[src/rtl/prog_loader.sv]
// prog_loader: assembles 6-bit half-words (low half first) into 12-bit
// instructions, writes them to the 8-entry instruction memory, then checks a
// trailing XOR checksum and raises done (CPU enable) or err.
//
// state | meaning
// ------+-------------------------------------------------------------
// LO    | waiting for the low half of instruction addr
// HI    | low half held in lo_q, waiting for the high half; issues the write
// CHK   | all instructions written, waiting for the checksum half
// DONE  | checksum matched; done held until reset
// ERR   | checksum mismatched; err held until reset
module prog_loader #(
  parameter int HALF_WIDTH = 6,
  parameter int ADDR_WIDTH = 3,
  parameter int NUM_WORDS  = 8
) (
  input  logic                    clk,
  input  logic                    rst,
  input  logic                    in_valid,
  input  logic [HALF_WIDTH-1:0]   in_data,
  output logic                    in_ready,
  output logic                    wr_en,
  output logic [ADDR_WIDTH-1:0]   wr_addr,
  output logic [2*HALF_WIDTH-1:0] wr_data,
  output logic                    done,
  output logic                    err
);

  typedef enum logic [2:0] {
    S_LO   = 3'd0,
    S_HI   = 3'd1,
    S_CHK  = 3'd2,
    S_DONE = 3'd3,
    S_ERR  = 3'd4
  } state_t;

  localparam logic [ADDR_WIDTH-1:0] LAST_ADDR = ADDR_WIDTH'(NUM_WORDS - 1);

  state_t                  state;
  logic [HALF_WIDTH-1:0]   lo_q;
  logic [ADDR_WIDTH-1:0]   addr;
  logic [HALF_WIDTH-1:0]   chk;
  logic                    xfer;

  assign xfer = in_valid && in_ready;

  // Load sequencer: handshake, word assembly, memory write strobe and checksum verdict.
  always_ff @(posedge clk or posedge rst) begin
    if (rst) begin
      state    <= S_LO;
      lo_q     <= '0;
      addr     <= '0;
      chk      <= '0;
      in_ready <= 1'b0;
      wr_en    <= 1'b0;
      wr_addr  <= '0;
      wr_data  <= '0;
      done     <= 1'b0;
      err      <= 1'b0;
    end else begin
      wr_en <= 1'b0;
      case (state)
        S_LO: begin
          in_ready <= 1'b1;
          if (xfer) begin
            lo_q  <= in_data;
            chk   <= chk ^ in_data;
            state <= S_HI;
          end
        end
        S_HI: begin
          in_ready <= 1'b1;
          if (xfer) begin
            chk     <= chk ^ in_data;
            wr_data <= {in_data, lo_q};
            wr_addr <= addr;
            wr_en   <= 1'b1;
            if (addr == LAST_ADDR) begin
              state <= S_CHK;
            end else begin
              addr  <= addr + ADDR_WIDTH'(1);
              state <= S_LO;
            end
          end
        end
        S_CHK: begin
          in_ready <= 1'b1;
          if (xfer) begin
            // The checksum half itself is compared, never folded into chk.
            in_ready <= 1'b0;
            if (in_data == chk) begin
              done  <= 1'b1;
              state <= S_DONE;
            end else begin
              err   <= 1'b1;
              state <= S_ERR;
            end
          end
        end
        S_DONE: in_ready <= 1'b0;
        S_ERR:  in_ready <= 1'b0;
        default: begin
          in_ready <= 1'b0;
          state    <= S_ERR;
        end
      endcase
    end
  end

endmodule

[config.mk]
export PLATFORM = sky130hd
export DESIGN_NAME = prog_loader
export DESIGN_NICKNAME = d
export VERILOG_FILES = /design/src/rtl/prog_loader.sv
export SDC_FILE = /design/constraint.sdc
export NUM_CORES = 1
export LEC_CHECK = 0
export BUFFER_PORTS_ARGS = -buffer_cell sky130_fd_sc_hd__buf_2
export CAP_MARGIN = 20
export CORE_ASPECT_RATIO = 0.6
export CORE_UTILIZATION = 52
export CTS_CLUSTER_DIAMETER = 80
export DETAILED_ROUTE_END_ITERATION = 8
export GPL_TIMING_DRIVEN = 1
export MAX_ROUTING_LAYER = met4
export PLACE_DENSITY = 0.77
export SYNTH_ARGS = -nofsm -noshare
export SYNTH_HDL_FRONTEND = slang
export SYNTH_SLANG_ARGS = --single-unit
[constraint.sdc]
create_clock -name clk -period 2.3 [get_ports clk]
set_input_delay 0.345 -clock clk [delete_from_list [all_inputs] [get_ports clk]]
set_output_delay 0.345 -clock clk [all_outputs]
set_load 0.01 [all_outputs]
[Word-level counts from Yosys, hierarchy flattened]
Index checks and enable logic that the tools add are counted.
Storage, ports and cells
  flip-flop bits (word level): 37
  input port bits: 9
  output and inout port bits: 19
  word-level logic and storage cells: 45
Cells by class
  add/sub/neg operators: 1
  equal/unequal tests: 9
  muxes and demuxes: 10
  bitwise gates (word level): 4
  reduce and logical (&&, ||, !) cells: 11
Operator list (count)
  3-bit two-way mux: 4
  3-bit case mux with 4 select lines: 1
  3-bit AND reduction: 3
  3-bit by 2-bit equality test with 1-bit output, second input constant: 2
  3-bit equality test, second input constant: 2
  6-bit equality test: 1
  2-bit != test, second input constant: 3
  2-bit AND reduction: 3
  6-bit bitwise XOR: 1
  4-bit AND reduction: 1
  2-bit OR reduction: 2
  3-bit by 1-bit adder with 3-bit output, second input constant: 1
  3-bit by 1-bit equality test with 1-bit output, second input constant: 1
  3-bit zero test: 1
  1-bit two-way mux: 3
  1-bit NOT: 3
  2-bit two-way mux: 1
  1-bit case mux with 2 select lines: 1
  1-bit logical AND: 1

[Logic depth before layout (Yosys ltp)]
Gate-level depths: netlist of the first run.
  word-level depth: 4
  mapped depth: 5
  gate-level depth less buffers: 5

[Least setup slack after synthesis of the first run]
OpenSTA, ideal clock, no wires.
  path type: register -> register
  start point: reg addr[0]
  end point: reg addr[1]
  setup time: 0.125 ns
  arrival time: 1.503 ns
  data required time: 2.175 ns
  slack: 0.672 ns
  cell stages (with the launch flop): 5
  path buffers: 0
  clock period less this slack: 1.628 ns
  cell sequence: dfrtp_1 -> ha_1 -> ha_1 -> nor4b_2 -> mux2_2
Between the ends
  word-level cells in the longest chain between the ends: 3
  elaborated cells between the ends (all ways): 4
  those cells by class: add/sub: 1; eq/ne: 1; bitwise: 1; reduce/logical: 1
RTL lines
  start: declaration: line 41  | logic [ADDR_WIDTH-1:0] addr;
  start signal: assignment: line 81  | addr <= addr + ADDR_WIDTH'(1);
  3-bit equality test: line 78  | if (addr == LAST_ADDR) begin
  1-bit NOT (no source line)
  3-bit AND reduction (no source line)
Several ways; a longest one is shown, not always the timed one.
A chain may end at the register's enable or synchronous reset.

[Worst setup path in the final report of the first run]
  start point: reg state[1]
  end point: reg wr_data[0]
Between the ends
  word-level cells in the longest chain between the ends: 2
RTL lines
  start: declaration: line 39  | state_t state;
  start signal: assignment: line 50  | state <= S_LO;
  start signal: assignment: line 68  | state <= S_HI;
  start signal: assignment: line 79  | state <= S_CHK;
  3-bit by 1-bit equality test with 1-bit output: line 62  | case (state)
  2-bit AND reduction (no source line)
  end signal: assignment: line 75  | wr_data <= {in_data, lo_q};
  end: declaration: line 24  | output logic [2*HALF_WIDTH-1:0] wr_data,
No other way between the ends.

==> summary.txt, run 1 <==
Timing
  • Final Hold Fails: 0
  • Hold_ws: 152 ps
  • Max-slew headroom: a little over two thirds
  • Tcrit/Tclk final: 80.6%
  • Setup TNS: 0 ps
  • Fmax: 540 MHz
  • Slew Limit Fails: 0
  • Worst-Margin Slew: 444 ps
  • RSZ-0062 raised after global routing: no
  • Setup violators final: 0
  • Tmin final: 1850 ps
  • Final clock skew: 6.57 ps

Synth
  • Synth unique cells: 29
  • Largest family of logic cells by synthesized area: multiplexers
  • Post-synthesis xor/xnor area fraction: 7.78%
  • Synth Area in Compound Gates: 5.24%
  • Fraction of the mapped netlist area in adder cells: under 10%
  • Synth Area in Simple Gates: about 8%
  • Synth Cell Area: roughly 0.0016 mm²
  • Syn Nets: 120
  • Post-Syn Area per Cell: around 14 µm²
  • Synth Register Bits: 37
  • Post-synthesis mux area share: 16.4%
  • Share of the synthesized area in the top cell type: approximately three fifths
  • Synth warnings: 0
  • Synth area leaders: dfrtp_1, mux2_2, xnor2_1
  • Cells after synthesis: 109
  • Sequential share of the synthesized area: 58.8%
  • Cell taking the most area after synthesis: dfrtp_1

CTS
  • Post-cts sizing count: 0
  • Post-CTS Setup Repair Bufs: 0
  • TritonCTS Buffers: 5
  • Clock tree buffer depth: 2
  • Sinks on Clock Net: 37
  • Hold buffer count at CTS: 0
  • H-tree levels: 2
  • Skew-Pair Late Insertion Delay: 280 ps
  • TritonCTS clock tree: done
  • Root Buffer: clkbuf_8
  • Reg clk slew, reported paths: 70 ps

Detailed routing
  • Wirelength per Cell: 14.7 µm
  • Total wire length: 2.70 mm
  • Number of routed nets with antenna violations: 0
  • Vias after detailed routing: approximately 970
  • DRC viols: 0
  • First-pass DRT Iterations: 6
  • Drt initial violations: 73
  • Drt via density: 5.25

Setup path
  • R2r setup slk: about 450 ps
  • Crit-path max FO: 9
  • CP startpoint: state[1]
  • Critical Path Sink Type: flip-flop
  • WP data required: 2460 ps
  • Capturing point of the worst reg2reg path: wr_data[0]
  • Startpoint types: flip-flop
  • Worst Path Arrival: 2020 ps
  • Depth of the worst register-to-register path: 4
  • Crit path to: wr_data[0]
  • Crit Path Class: flip-flop to flip-flop
  • Reg-to-Reg Start: state[1]

Final layout
  • Final Util: 64.2%
  • Diodes inserted: 0
  • P&R area growth vs syn: 17.1%
  • Non-Filler Instances: 184
  • Layout cells sized above 1: between 30 and 40%
  • Most frequent cells in the layout: dfrtp_1, buf_2, mux2_2, xnor2_1, mux2_1
  • Layout Nets: between 150 and 200
  • Fillers: 219
  • Fin area: ~0.0018 mm²
  • Most common cell after layout, fill and taps aside: dfrtp_1

Floorplanning
  • IO Pins: 28
  • Starting Density: 54.9%
  • Die X-Extent: ~73 µm
  • Die height: between 40 and 50 µm
  • Area of the core: between 0.002 and 0.003 mm²
  • Die area: 0.00326 mm²
  • # rows: 15

Place
  • Final GP Congestion: 0.809
  • DP HPWL: 1.95 mm
  • Placed instance area: 0.00176 mm²
  • Input/output buffers: 27
  • Placed cells: 177

Power and ir drop
  • VDD IR max: 671 µV
  • P_leak: 0.841 nW
  • P per Cell Area: 1390 mW/mm²

Run status
  • Status: finished, final reports clean

Global routing
  • First-pass GRT wire length: 4.33 mm
  • Largest net degree at the start of global routing: 38
  • Grt ovf: 0
  • Antenna violations before repair: 0
  • Vias in the first global route: 915
  • GRT Util Overall: 19.8%

Flow run
  • Maxcap violations: 0

Worst hold path
  • Hold WC Path Type: input port to async pin
[area by class of cell]
cell class                 instances  area, µm²  area share, %
sequential                        37        926           50.2
multi-input combinational         66        618           33.5
timing repair buffer              29        150           8.14
clock buffer                       7       86.3           4.68
tap                               42       52.6           2.85
inverter                           3       11.3          0.611
[per-layer routing]
layer	share of wire (%)	global-route usage (%)	vias to the layer above
li1	-	-	449
met1	49	26.5	487
met2	45	27.6	25
met3	4.7	6.15	5
met4	1.1	9.41	0
met5	0	-	-
[per-stage QoR]
| stage | power [mW] | worst slack (ps) |
|---|---|---|
| floorplan | 1.84 | 672 |
| finish | 2.57 | 447 |
| CTS | 2.60 | 442 |
| global placement | 2.08 | 513 |
| global route | 2.75 | 349 |
| detailed placement | 2.15 | 445 |
[flip-flops by register name, indices dropped and copies added (netlist names)]
name      cells
wr_en         1
wr_data      12
addr          3
wr_addr       3
in_ready      1
state         3
err           1
chk           6
lo_q          6
done          1
[synth_stat cells]
cell      number
and3b_1        1
o32ai_1        1
nand2b_1       1
nand3b_4       1
a41o_1         1
buf_2          1
a31oi_1        1
o31a_1         2
and4bb_1       1
buf_6          1
inv_1          3
a21o_1         1
or3_1          1
mux2_1         9
mux2_2        14
xnor2_1       12
nand2_1        7
nor3b_4        1
dfrtp_1       37
o21ba_2        1
ha_1           2
nand3_1        1
xor2_1         2
nor4b_2        1
o41ai_1        2
nand4_1        1
a21oi_1        1
clkbuf_1       1
nor2_1         1
[critical path, stage by stage, from the launching register on]
cell and delay [ps]:
dfrtp_1 440, nand3b_4 220, nor3b_4 440, buf_4 270
mux2_2 350
[logic make-up after synthesis]
| group | count (synthesis) |
|---|---|
| adder cells (fa/ha/maj) | 2 |
| AND/OR/NAND/NOR | 17 |
| multiplexers | 23 |
| AO/OA/AOI/OAI | 10 |
| flip-flops | 37 |
| XOR/XNOR | 14 |
| buffers and inverters | 6 |
[report_power, final]
group | total, mW | leakage (nW) | switching, mW | internal [mW]
registers | 1.20 | 0.438 | 0.236 | 0.969
logic | 0.923 | 0.358 | 0.417 | 0.507
clock network | 0.441 | 0.0443 | 0.204 | 0.237
[worst min path at each step]
| stage | startpoint | cells after the start | endpoint | slack [ps] |
|---|---|---|---|---|
| finish | rst | 3 | addr[1] | 150 |
| global route | rst | 3 | addr[1] | 210 |
| CTS | rst | 3 | lo_q[1] | 160 |
| detailed placement | done | 2 | done | 450 |
| global placement | done | 2 | done | 440 |
| floorplan | lo_q[3] | 1 | wr_data[3] | 460 |
Note: power is estimated with default switching activity, not from simulation.
==> run 2: changes to the inputs <==
==> constraint.sdc (replaced) <==
create_clock -name clk -period 1.8 [get_ports clk]
set_input_delay 0.27 -clock clk [delete_from_list [all_inputs] [get_ports clk]]
set_output_delay 0.27 -clock clk [all_outputs]
set_load 0.01 [all_outputs]
==> summary.txt, run 2 (synthesized netlist as in run 1, its figures left out) <==
Run status
  • Status: finished, final reports clean

Setup path
  • R2r setup slk: 130 ps (-320 ps)
  • Reg-to-Reg Start: addr[0]
  • Crit Path Class: flip-flop to flip-flop
  • WP data required: 1980 ps (-480 ps)
  • Depth of the worst register-to-register path: 4 (unchanged)
  • CP most frequent cell: ha_1
  • Crit-path max FO: 3 (-6)
  • Worst Path Arrival: 1850 ps (-170 ps)
  • Capturing point of the worst reg2reg path: addr[1]
  • Crit path to: addr[1]
  • Critical Path Sink Type: flip-flop
  • Startpoint types: flip-flop
  • Critical Path Max Stage Delay: 410 ps (-30 ps)
  • Cells along the critical path: ha_1 -> ha_1 -> nor4b_4 -> mux2_2
  • Slowest CP cell: dfrtp_1
  • CP startpoint: addr[0]

Timing
  • Final WS setup: 132 ps (-315 ps)
  • Max-slew headroom: 69.8% (-0.60 points)
  • Final clock skew: 4.49 ps (-2.08 ps)
  • Setup violators final: 0 (unchanged)
  • Final Hold Fails: 0 (unchanged)
  • Setup TNS: 0 ps (unchanged)
  • Tmin final: 1670 ps (-185 ps)
  • Worst-Margin Slew: 453 ps (+8.97 ps)
  • RSZ-0062 raised after global routing: no
  • Slew Limit Fails: 0 (unchanged)
  • Fmax: 599 MHz (+11%)
  • Tcrit/Tclk final: 92.7% (+12 points)

Final layout
  • Fin area: 0.00187 mm² (+1.3%)
  • Non-Filler Instances: 187 (+1.6%)
  • Fillers: 226 (+3.2%)
  • Most frequent cells in the layout: dfrtp_1, buf_2, mux2_2, xnor2_1, mux2_1
  • Multi-input logic area: 627 µm² (+1.4%)
  • Diodes inserted: 0 (unchanged)
  • P&R area growth vs syn: 18.6%
  • Layout cells sized above 1: 39.3% (+2.0 points)
  • Most common cell after layout, fill and taps aside: dfrtp_1
  • FF+latch area: 926 µm² (unchanged)
  • Largest Register: wr_data
  • Layout Nets: 155 (+1.3%)
  • Biggest regs: wr_data (12), chk (6), lo_q (6)
  • Number of flip-flops under the largest register name: 12 (unchanged)

Detailed routing
  • Drt via density: 5.06 (-3.5%)
  • Drt initial violations: 88 (+21%)
  • First-pass DRT Iterations: 6 (unchanged)
  • Vias after detailed routing: 947 (-2.0%)
  • DRC viols: 0 (unchanged)
  • Total wire length: 2.67 mm (-1.2%)
  • Wirelength per Cell: 14.3 µm (-2.8%)
  • Number of routed nets with antenna violations: 0 (unchanged)

Place
  • Final GP Congestion: 0.847 (+4.8%)
  • Input/output buffers: 27 (unchanged)
  • DP HPWL: 1.92 mm (-1.6%)
  • Placed cells: 179 (+1.1%)
  • Dpl ws: 41.3 ps (-404 ps)
  • Placed instance area: 0.00177 mm² (+0.85%)

Power and ir drop
  • Net Sw Frac: 34.0% (+0.69 points)
  • P_leak: 0.854 nW (+1.5%)
  • VDD IR max: 876 µV (+31%)
  • NetSw: 1.13 mW (+31%)
  • Logic pwr share: 37.1% (+1.2 points)
  • Sequential share of power: 45.8% (-1.1 points)
  • Internal Power: 2.18 mW (+27%)
  • P per Cell Area: 1770 mW/mm² (+27%)
  • Total power: 3.31 mW (+29%)
  • Clk network pwr share: 17.1% (about the same)

CTS
  • Skew-Pair Late Insertion Delay: 290 ps (about the same)
  • Sinks on Clock Net: 37 (unchanged)
  • TritonCTS Buffers: 5 (unchanged)
  • H-tree levels: 2 (unchanged)
  • Clock tree buffer depth: 2 (unchanged)
  • TritonCTS clock tree: done
  • Post-CTS Setup Repair Bufs: 0 (unchanged)
  • Root Buffer: clkbuf_8
  • Reg clk slew, reported paths: 70 ps (about the same)

Global routing
  • Largest net degree at the start of global routing: 38 (unchanged)
  • First-pass GRT wire length: 4.33 mm (-0.16%)
  • Grt ovf: 0 (unchanged)
  • Antenna violations before repair: 0 (unchanged)
  • Vias in the first global route: 896 (-2.1%)
  • GRT Util Overall: 19.8% (-0.063 points)

Floorplanning
  • Starting Density: 54.9% (unchanged)
  • Area of the core: 0.00287 mm² (unchanged)
  • IO Pins: 28 (unchanged)
  • Die area: 0.00326 mm² (unchanged)
  • Die height: 44.6 µm (unchanged)
  • # rows: 15 (unchanged)
  • Die X-Extent: 73.1 µm (unchanged)

Flow run
  • Maxcap violations: 0 (unchanged)

Worst hold path
  • Hold WC Path Type: input port to async pin
[run 2: cell types whose count changed in the layout (fill, tap and decap cells not counted), sizes merged]
| cell | previous run | this run |
|---|---|---|
| clkbuf | 7 | 5 |
| buf | 29 | 31 |
| clkinv | 0 | 2 |
| clkinvlp | 0 | 1 |
[run 2: critical path, delay by kind of cell, from the launching register on]
family | cells | cell delay (ps)
mux | 1 | 370
simple gates | 1 | 360
flops | 1 | 410
fa+ha+maj | 2 | 420
[run 2: stage by stage]
stage	hold WS, ps	utilization (%)
6_report	61.8	65.1
5_1_grt	103	65.1
4_1_cts	76.9	64.7
3_5_place_dp	401	61.7
3_3_place_gp	383	61.7
2_1_floorplan	405	-
[run 2: worst min path at each step]
stage | from | endpoint | slack (ps) | cells past startpoint
2_1_floorplan | in_data[4] | wr_data[10] | 400 | 1
3_3_place_gp | rst | wr_data[1] | 380 | 3
3_5_place_dp | rst | lo_q[1] | 400 | 3
4_1_cts | rst | lo_q[1] | 80 | 3
5_1_grt | rst | wr_data[1] | 100 | 3
6_report | rst | lo_q[1] | 60 | 3
[run 2: repair_timing]
| item | CTS | global route |
|---|---|---|
| setup endpoints to repair | 0 | 2 |
| hold buffers | 0 | 0 |
| gates resized for setup | 0 | 1 |
[run 2: layer usage]
layer	track usage [%]	share of wire, %	vias to the layer above
met4	7.06	1.4	0
met1	25.9	49	461
met5	-	0	-
met3	9.11	5.6	7
met2	26.9	44	23
li1	-	-	456
[run 2: cell type report]
cell class | instances | area share, %
Sequential cell | 37 | 49.6
Multi-Input combinational cell | 66 | 33.6
Timing Repair Buffer | 31 | 8.84
Clock buffer | 5 | 3.68
Tap cell | 42 | 2.81
Clock inverter | 3 | 0.938
Inverter | 3 | 0.603
[run 2: power by group through the flow]
| stage | registers (mW) | clock network, mW | logic (mW) |
|---|---|---|---|
| 2_1_floorplan | 1.56 | 0 | 0.781 |
| 3_3_place_gp | 1.50 | 0 | 1.18 |
| 3_5_place_dp | 1.53 | 0 | 1.23 |
| 4_1_cts | 1.51 | 0.583 | 1.24 |
| 5_1_grt | 1.57 | 0.618 | 1.36 |
| 6_report | 1.52 | 0.565 | 1.23 |
==> run 3: changes to the inputs <==
--- a/config.mk
+++ b/config.mk
@@ -8,12 +8,13 @@
 export BUFFER_PORTS_ARGS = -buffer_cell sky130_fd_sc_hd__buf_2
 export CAP_MARGIN = 20
 export CORE_ASPECT_RATIO = 0.6
-export CORE_UTILIZATION = 52
+export CORE_UTILIZATION = 50
 export CTS_CLUSTER_DIAMETER = 80
 export DETAILED_ROUTE_END_ITERATION = 8
 export GPL_TIMING_DRIVEN = 1
+export HOLD_SLACK_MARGIN = 0.12
 export MAX_ROUTING_LAYER = met4
-export PLACE_DENSITY = 0.77
+export PLACE_DENSITY = 0.75
 export SYNTH_ARGS = -nofsm -noshare
 export SYNTH_HDL_FRONTEND = slang
 export SYNTH_SLANG_ARGS = --single-unit
==> constraint.sdc (replaced) <==
create_clock -name clk -period 1.9 [get_ports clk]
set_input_delay 0.285 -clock clk [delete_from_list [all_inputs] [get_ports clk]]
set_output_delay 0.285 -clock clk [all_outputs]
set_load 0.01 [all_outputs]
==> summary.txt, run 3 (synthesized netlist as in run 1, its figures left out) <==
Run status
  • Status: finished, final reports clean

Timing
  • Tcrit/Tclk final: 94.4% (+1.7 points)
  • Slew Limit Fails: 0 (unchanged)
  • Tmin final: 1790 ps (+125 ps)
  • Final Hold Fails: 0 (unchanged)
  • Fmax: 558 MHz (-7.0%)
  • Final WS setup: 107 ps (-24.7 ps)
  • Setup TNS: 0 ps (unchanged)
  • RSZ-0062 raised after global routing: no
  • Setup violators final: 0 (unchanged)
  • Final clock skew: 5.28 ps (+0.786 ps)
  • Max-slew headroom: 68.6% (-1.1 points)
  • Worst-Margin Slew: 469 ps (+15.8 ps)

Floorplanning
  • IO Pins: 28 (unchanged)
  • Die area: 0.00339 mm² (+3.8%)
  • Area of the core: 0.00293 mm² (+2.0%)
  • # rows: 15 (unchanged)
  • Starting Density: 53.8% (-1.1 points)
  • Die X-Extent: 74.5 µm (+1.9%)
  • Die height: 45.5 µm (+1.9%)

Detailed routing
  • Vias after detailed routing: 941 (-0.63%)
  • Drt initial violations: 105 (+19%)
  • First-pass DRT Iterations: 4 (-2)
  • Total wire length: 2.75 mm (+3.1%)
  • Drt via density: 5.06 (about the same)
  • Wirelength per Cell: 14.8 µm (+3.7%)
  • DRC viols: 0 (unchanged)
  • Number of routed nets with antenna violations: 0 (unchanged)

CTS
  • Clock tree buffer depth: 2 (unchanged)
  • Post-CTS Setup Repair Bufs: 0 (unchanged)
  • TritonCTS clock tree: done
  • Sinks on Clock Net: 37 (unchanged)
  • Skew-Pair Late Insertion Delay: 280 ps (about the same)
  • Root Buffer: clkbuf_8
  • Reg clk slew, reported paths: 70 ps (about the same)
  • TritonCTS Buffers: 5 (unchanged)
  • H-tree levels: 2 (unchanged)

Final layout
  • Number of flip-flops under the largest register name: 12 (unchanged)
  • Biggest regs: wr_data (12), chk (6), lo_q (6)
  • Fillers: 231 (+2.2%)
  • Layout Nets: 155 (unchanged)
  • Diodes inserted: 0 (unchanged)
  • Layout cells sized above 1: 37.5% (-1.8 points)
  • Most frequent cells in the layout: dfrtp_1, buf_2, mux2_2, xnor2_1, mux2_1
  • Fin area: 0.00187 mm² (+0.34%)
  • Most common cell after layout, fill and taps aside: dfrtp_1
  • P&R area growth vs syn: 19.0%
  • Largest Register: wr_data

Setup path
  • Crit Path Class: flip-flop to flip-flop
  • Slowest CP cell: nor4b_2
  • Reg-to-Reg Start: addr[0]
  • Cells along the critical path: ha_1 -> ha_1 -> nor4b_2 -> mux2_2
  • Critical Path Max Stage Delay: 470 ps (+60 ps)
  • Startpoint types: flip-flop
  • Critical Path Sink Type: flip-flop
  • Depth of the worst register-to-register path: 4 (unchanged)
  • CP most frequent cell: ha_1
  • Worst Path Arrival: 1960 ps (+110 ps)
  • WP data required: 2070 ps (+90 ps)
  • R2r setup slk: 110 ps (-20 ps)
  • Capturing point of the worst reg2reg path: addr[2]
  • Crit-path max FO: 3 (unchanged)

Global routing
  • GRT Util Overall: 19.9% (+0.088 points)
  • Antenna violations before repair: 0 (unchanged)
  • Vias in the first global route: 944 (+5.4%)
  • First-pass GRT wire length: 4.59 mm (+6.1%)
  • Largest net degree at the start of global routing: 38 (unchanged)
  • Grt ovf: 0 (unchanged)

Worst hold path
  • Hold WC Path Type: input port to flip-flop
  • Hold-critical path depth: 3
  • HP Start: in_data[4]
  • Hold EP: chk[4]

Place
  • Final GP Congestion: 0.812 (-4.2%)
  • Input/output buffers: 27 (unchanged)
  • Placed instance area: 0.00178 mm² (+0.28%)
  • Dpl ws: 106 ps (+65.2 ps)
  • DP HPWL: 2.01 mm (+4.8%)

Power and ir drop
  • P per Cell Area: 1670 mW/mm² (-5.6%)
  • P_leak: 0.852 nW (-0.14%)
  • Total power: 3.13 mW (-5.3%)
  • VDD IR max: 825 µV (-5.9%)

Flow run
  • Maxcap violations: 0 (unchanged)
[run 3: worst max-delay path by stage]
stage | from | endpoint | slack [ps]
2_1_floorplan | addr[0] | addr[1] | 270
3_3_place_gp | addr[0] | addr[1] | 220
3_5_place_dp | addr[0] | addr[2] | 110
4_1_cts | addr[0] | addr[2] | 100
5_1_grt | addr[0] | addr[2] | 10
6_report | addr[0] | addr[2] | 110
[run 3: metrics by stage]
stage | util, % | hold WS [ps] | std cells
floorplan | - | 420 | 109
global placement | 60.7 | 397 | 178
detailed placement | 60.7 | 410 | 178
CTS | 64.0 | 283 | 186
global route | 64.0 | 297 | 186
finish | 64.0 | 289 | 186
[run 3: cell type report]
cell class	count	area (µm²)	share of cell area (%)
multi-input combinational	66	618	33.0
tap	42	52.6	2.80
sequential	37	926	49.4
inverter	3	11.3	0.601
clock buffer	7	86.3	4.61
timing repair buffer	31	180	9.61
[run 3: repair_timing]
item	4_1_cts	5_1_grt
hold buffers	1	0
hold endpoints to repair	37	0
resized for setup	0	0
[run 3: report_power, final]
part           total (mW)  internal, mW  leakage (nW)  switching, mW
Clock               0.526         0.287        0.0443          0.239
Sequential           1.44          1.17         0.438          0.267
Combinational        1.17         0.641         0.370          0.526
Total                3.13          2.10         0.852           1.03
[run 3: worst max-delay path: cells and delay by family, from the launching register on]
kind	cells	cell delay (ps)
simple gates	1	470
fa+ha+maj	2	420
flops	1	410
mux	1	390
[run 3: metal layers]
layer | up-vias | share of wire (%) | GRT usage, %
li1 | 455 | - | -
met1 | 459 | 49 | 27.0
met2 | 22 | 45 | 28.5
met3 | 5 | 4.5 | 5.31
met4 | 0 | 1.2 | 7.92
met5 | - | 0 | -
